**src/rtl/wb_dma_irq_pkg.sv**
```systemverilog
// Shared types for the DMA interrupt controller: line FSM state encoding and channel limit.
package wb_dma_irq_pkg;

    localparam int MAX_CH = 32;

    typedef enum logic [1:0] {
        IRQ_IDLE   = 2'd0,
        IRQ_ACTIVE = 2'd1,
        IRQ_HOLD   = 2'd2
    } irq_state_e;

endpackage

```
**src/rtl/wb_dma_irq_line.sv**
```systemverilog
// One interrupt output line: IDLE/ACTIVE/HOLD state machine with hold-off counter.
// The output is a flop decoded from the next state, so it tracks ACTIVE exactly.
module wb_dma_irq_line
    import wb_dma_irq_pkg::*;
#(
    parameter int HOLDOFF_W = 8
) (
    input  logic                 clk_i,
    input  logic                 rst_i,
    input  logic                 req_i,
    input  logic [HOLDOFF_W-1:0] holdoff_i,
    output logic                 irq_o
);

    irq_state_e           state_q, state_d;
    logic [HOLDOFF_W-1:0] cnt_q, cnt_d;
    logic                 irq_q, irq_d;

    // State, counter and output registers.
    always_ff @(posedge clk_i or negedge rst_i) begin
        if (!rst_i) begin
            state_q <= IRQ_IDLE;
            cnt_q   <= {HOLDOFF_W{1'b0}};
            irq_q   <= 1'b0;
        end else begin
            state_q <= state_d;
            cnt_q   <= cnt_d;
            irq_q   <= irq_d;
        end
    end

    // Next state; holdoff_i is only looked at on the ACTIVE->HOLD transition.
    always_comb begin
        state_d = state_q;
        cnt_d   = {HOLDOFF_W{1'b0}};
        case (state_q)
            IRQ_IDLE: begin
                if (req_i) state_d = IRQ_ACTIVE;
                else       state_d = IRQ_IDLE;
            end
            IRQ_ACTIVE: begin
                if (req_i) begin
                    state_d = IRQ_ACTIVE;
                end else if (holdoff_i == {HOLDOFF_W{1'b0}}) begin
                    state_d = IRQ_IDLE;
                end else begin
                    state_d = IRQ_HOLD;
                    cnt_d   = holdoff_i;
                end
            end
            IRQ_HOLD: begin
                // A count of 0 cannot occur here, but exit rather than wrap if it does.
                if (cnt_q <= HOLDOFF_W'(1)) begin
                    state_d = IRQ_IDLE;
                end else begin
                    state_d = IRQ_HOLD;
                    cnt_d   = cnt_q - HOLDOFF_W'(1);
                end
            end
            default: begin
                state_d = IRQ_IDLE;
            end
        endcase
    end

    // Output decode from the next state.
    always_comb begin
        if (state_d == IRQ_ACTIVE) irq_d = 1'b1;
        else                       irq_d = 1'b0;
    end

    assign irq_o = irq_q;

endmodule

```
**src/rtl/wb_dma_irq_ctrl.sv**
```systemverilog
// DMA interrupt controller: sticky pending capture with W1C, A/B masking, per-line hold-off.
// Optional macro WB_DMA_IRQ_CTRL_ERR_EN keeps channel errors in a separate err_pend_o register.
module wb_dma_irq_ctrl
    import wb_dma_irq_pkg::*;
#(
    parameter int NUM_CH    = 8,
    parameter int HOLDOFF_W = 8
) (
    input  logic                 clk_i,
    input  logic                 rst_i,
    input  logic [NUM_CH-1:0]    ch_done_i,
    input  logic [NUM_CH-1:0]    ch_err_i,
    input  logic [NUM_CH-1:0]    mask_a_i,
    input  logic [NUM_CH-1:0]    mask_b_i,
    input  logic                 clr_we_i,
    input  logic [NUM_CH-1:0]    clr_i,
    input  logic [HOLDOFF_W-1:0] holdoff_i,
    output logic [NUM_CH-1:0]    pend_o,
    output logic [NUM_CH-1:0]    err_pend_o,
    output logic                 inta_o,
    output logic                 intb_o
);

    logic [NUM_CH-1:0] done_q, done_d;
    logic [NUM_CH-1:0] err_q, err_d;
    logic [NUM_CH-1:0] pend_q, pend_d;
    logic [NUM_CH-1:0] done_set_s, err_set_s, clr_mask_s, src_s;
    logic              req_a_s, req_b_s;
`ifdef WB_DMA_IRQ_CTRL_ERR_EN
    logic [NUM_CH-1:0] err_pend_q, err_pend_d;
`endif

    // Edge detect and pending next state; the OR of the set vector makes set beat clear.
    always_comb begin
        done_d     = ch_done_i;
        err_d      = ch_err_i;
        done_set_s = ch_done_i & ~done_q;
        err_set_s  = ch_err_i & ~err_q;
        if (clr_we_i) clr_mask_s = clr_i;
        else          clr_mask_s = {NUM_CH{1'b0}};
`ifdef WB_DMA_IRQ_CTRL_ERR_EN
        pend_d     = (pend_q & ~clr_mask_s) | done_set_s;
        err_pend_d = (err_pend_q & ~clr_mask_s) | err_set_s;
        src_s      = pend_q | err_pend_q;
`else
        pend_d     = (pend_q & ~clr_mask_s) | done_set_s | err_set_s;
        src_s      = pend_q;
`endif
        req_a_s    = |(src_s & mask_a_i);
        req_b_s    = |(src_s & mask_b_i);
    end

    // Edge-detect history and pending registers; history resets low so a source high at release fires.
    always_ff @(posedge clk_i or negedge rst_i) begin
        if (!rst_i) begin
            done_q <= {NUM_CH{1'b0}};
            err_q  <= {NUM_CH{1'b0}};
            pend_q <= {NUM_CH{1'b0}};
        end else begin
            done_q <= done_d;
            err_q  <= err_d;
            pend_q <= pend_d;
        end
    end

`ifdef WB_DMA_IRQ_CTRL_ERR_EN
    // Error pending register, cleared by the same W1C strobe as pend.
    always_ff @(posedge clk_i or negedge rst_i) begin
        if (!rst_i) err_pend_q <= {NUM_CH{1'b0}};
        else        err_pend_q <= err_pend_d;
    end

    assign err_pend_o = err_pend_q;
`else
    assign err_pend_o = {NUM_CH{1'b0}};
`endif

    assign pend_o = pend_q;

    wb_dma_irq_line #(.HOLDOFF_W(HOLDOFF_W)) u_line_a (
        .clk_i     (clk_i),
        .rst_i     (rst_i),
        .req_i     (req_a_s),
        .holdoff_i (holdoff_i),
        .irq_o     (inta_o)
    );

    wb_dma_irq_line #(.HOLDOFF_W(HOLDOFF_W)) u_line_b (
        .clk_i     (clk_i),
        .rst_i     (rst_i),
        .req_i     (req_b_s),
        .holdoff_i (holdoff_i),
        .irq_o     (intb_o)
    );

endmodule

```
**config.mk**
```make
export PLATFORM = sky130hd
export DESIGN_NAME = wb_dma_irq_ctrl
export DESIGN_NICKNAME = d
export VERILOG_FILES = /design/src/rtl/wb_dma_irq_pkg.sv /design/src/rtl/wb_dma_irq_line.sv /design/src/rtl/wb_dma_irq_ctrl.sv
export SDC_FILE = /design/constraint.sdc
export NUM_CORES = 1
export LEC_CHECK = 0
export ABC_AREA = 0
export BUFFER_PORTS_ARGS = -buffer_cell sky130_fd_sc_hd__buf_2
export CAP_MARGIN = 20
export CORE_MARGIN = 2
export CORE_UTILIZATION = 54
export DETAILED_ROUTE_END_ITERATION = 16
export GPL_TIMING_DRIVEN = 0
export PLACE_DENSITY = 0.92
export SYNTH_ARGS = -nofsm -noshare
export SYNTH_HDL_FRONTEND = slang
export SYNTH_SLANG_ARGS = --single-unit
```
**constraint.sdc**
```tcl
create_clock -name clk_i -period 2.7 [get_ports clk_i]
set_input_delay 0.27 -clock clk_i [delete_from_list [all_inputs] [get_ports clk_i]]
set_output_delay 0.27 -clock clk_i [all_outputs]
set_load 0.05 [all_outputs]
```
==> impl_results.md <==
- Syn Std Cell Area: 2217 µm²
- Antenna violations before repair: 0
- Critical path's slowest cell: or4_4
- Core area: 3971 µm²
- Most frequent cells in the layout: buf_2, dfrtp_1, inv_1, nand2_1
- DRT iter0 DRCs: 137
- Register area share after synthesis: 51.92%
- Final setup vio count: 0
- First-pass iteration count of the detailed router: 5
- Crit path capture type: flop
- CTS tree: yes
- Root buffer cell: clkbuf_8
- Crit-path cells: or4_4, nor4_1, mux2_2, a32o_1
- Post-synth top flop: dfrtp_1
- Fin. Hold Viols: 0
- Fin crit share: 70.65%
- Largest net degree at the start of global routing: 47
- Commonest non-fill, non-tap cell in the layout: buf_2
- Total Power: 0.001457 W
- Postcts setup bufs: 0
- Global Route Usage Sum: 21.55%
- Number of port buffers: 59
- Vias per cell: 5.191
- Multi-input logic area: 923.4 µm²
- Max FO, Critical Path: 3
- Starting density of the core: 55.83%
- Clk_lat worst skew: 0.30 ns
- Status: finished clean
- Final Util: 68.56%
- Clk slew on worst S/H paths: 0.09 ns
- Synth Area per Inst: 10.61 µm²
- First-pass GRT wire length: 7355 µm
- Clk sinks: 46
- Max frequency: 0.5242 GHz
- Library cells used by synthesis: 35
- Startpoint Class: flop
- Detailed-route wire length per cell: 13.38 µm
- Ports: 69
- Required time worst endpoint: 2.89 ns
- HP Class: primary input to flop
- Post-synth EDFFs: 0
- Sequential cell area: 1151 µm²
- Gpl congestion: 0.7802
- Share of flip-flops with an asynchronous set or reset: 100.0%
- Share of layout cells above drive strength 1: 28.42%
- Clock Path Buffers: 2
- Post-CTS Hold Buffers: 0
- Aggregate global routing overflow: 0
- CP Class: flop to flop
- RSZ-0062 raised after global routing: false
- H-tree depth: 2
- Clk_skew: 0.006783 ns
- Area growth from synthesis to final layout: 22.80%
- Setup TNS: 0 ns
- Leakage: 1.391 nW
- Pwr Density: 535.1 nW/µm²
- Minimum clock period: 1.908 ns
- #FFs+latches synth: 46
- Filler Cell Count: 291
- DR vias: 1739
- Antenna Cells: 0
- CTS buffer count: 5
- Drc violations: 0
- Die height: 68.08 µm
- Die Wd: 68.08 µm
- Routed Antenna Nets: 0
- Max incr delay on CP: 0.56 ns
- Vias in the first global route: 1679
- Synth warnings: 0
- Die area: 4634 µm²
- Arr. time, crit path: 2.10 ns
- Core Rows: 23
- Post-Synthesis Cells: 209
- Worst vdd rail ir drop: 292.5 µV
- Max-slew violation count: 0
- Max_cap viols: 0
- Resized Gates After CTS: 0
- Layout Nets: 347
- Final Routed Wirelength: 4482 µm
- Post-DP HPWL: 3411 µm
==> path summary, 6_finish.rpt <==
kind | startpoint | slack (ns) | cells after the start | end
setup / recovery | u_line_b.cnt_q[4] | 0.79 | 4 | u_line_b.cnt_q[7]
hold / removal | ch_done_i[1] | 0.09 | 1 | done_q[1]
setup reg to reg | u_line_b.cnt_q[4] | 0.79 | 4 | u_line_b.cnt_q[7]
hold reg to reg | err_q[6] | 0.46 | 1 | pend_o[6]
max in group asynchronous | rst_i | 1.79 | 3 | err_q[1]
min in group asynchronous | rst_i | 0.42 | 2 | u_line_a.cnt_q[2]
==> metal layers <==
layer  GRT usage, %  part of all wire, %  up-vias
li1               -                    -      858
met1          26.69                   43      794
met2          36.89                   47       80
met3          5.428                  8.9        7
met4          6.750                  1.3        0
met5              0                    0        -
==> flip-flops by register name, summed over array words and instances, names as in the netlist <==
register	count
err_q	8
u_line_b.state_q	2
u_line_a.irq_o	1
u_line_a.cnt_q	8
u_line_b.irq_o	1
u_line_b.cnt_q	8
done_q	8
pend_o	8
u_line_a.state_q	2
==> Yosys cell counts (all sizes together), types with 2 or more instances <==
library cell  number  area (µm²)
dfrtp             46        1151
inv               26       97.59
nand2             22       82.58
ha                12       150.1
nor2              12       45.04
o2bb2ai           12       105.1
a22oi              8       60.06
buf                8       60.06
o221ai             8       70.07
nor3               7       35.03
nand3              5       25.02
xnor2              5       43.79
nor2b              4       25.02
nor4               4       31.28
xor2               4       35.03
clkbuf             3       11.26
a31o               2       17.52
a32oi              2       17.52
and2               2       12.51
mux2i              2       20.02
nor3b              2       15.01
==> area by class of cell <==
class | instances | share of cell area, %
sequential | 46 | 42.28
clock buffer | 7 | 3.171
buffer | 11 | 2.619
timing repair buffer | 61 | 11.95
inverter | 26 | 3.585
clock inverter | 1 | 0.1838
multi-input combinational | 133 | 33.92
tap | 50 | 2.298
==> metrics by stage <==
stage / hold slack, ns / setup slack (ns) / instance area (µm²) / cells
floorplan: -0.02559 / 0.8748 / 2243 / 216
global placement: 0.3911 / 0.8227 / 2601 / 325
detailed placement: 0.3930 / 0.7985 / 2601 / 325
CTS: 0.07922 / 0.7808 / 2693 / 333
global route: 0.06867 / 0.6699 / 2723 / 335
finish: 0.08578 / 0.7923 / 2723 / 335
==> power by group <==
group          internal, W  switching (W)
clock             0.000207       0.000223
combinational    0.0000960       0.000180
sequential        0.000725      0.0000258
==> worst max-delay path, delay by kind of cell (launching register included) <==
| kind | cells | cell delay, ns |
|---|---|---|
| multiplexers | 1 | 0.37 |
| AND/OR/NAND/NOR | 2 | 0.78 |
| AO/OA/AOI/OAI | 1 | 0.25 |
| flip-flops | 1 | 0.41 |
==> kinds of logic after synthesis <==
| group | after synthesis | synth area share, % |
|---|---|---|
| flip-flops | 46 | 51.92 |
| XOR/XNOR | 9 | 3.555 |
| adder cells (fa/ha/maj) | 12 | 6.772 |
| other | 1 | 0.1691 |
| AO/OA/AOI/OAI | 37 | 14.11 |
| buffers and inverters | 37 | 7.618 |
| multiplexers | 3 | 1.411 |
| AND/OR/NAND/NOR | 64 | 14.45 |
Note: power is estimated with default switching activity, not from simulation.
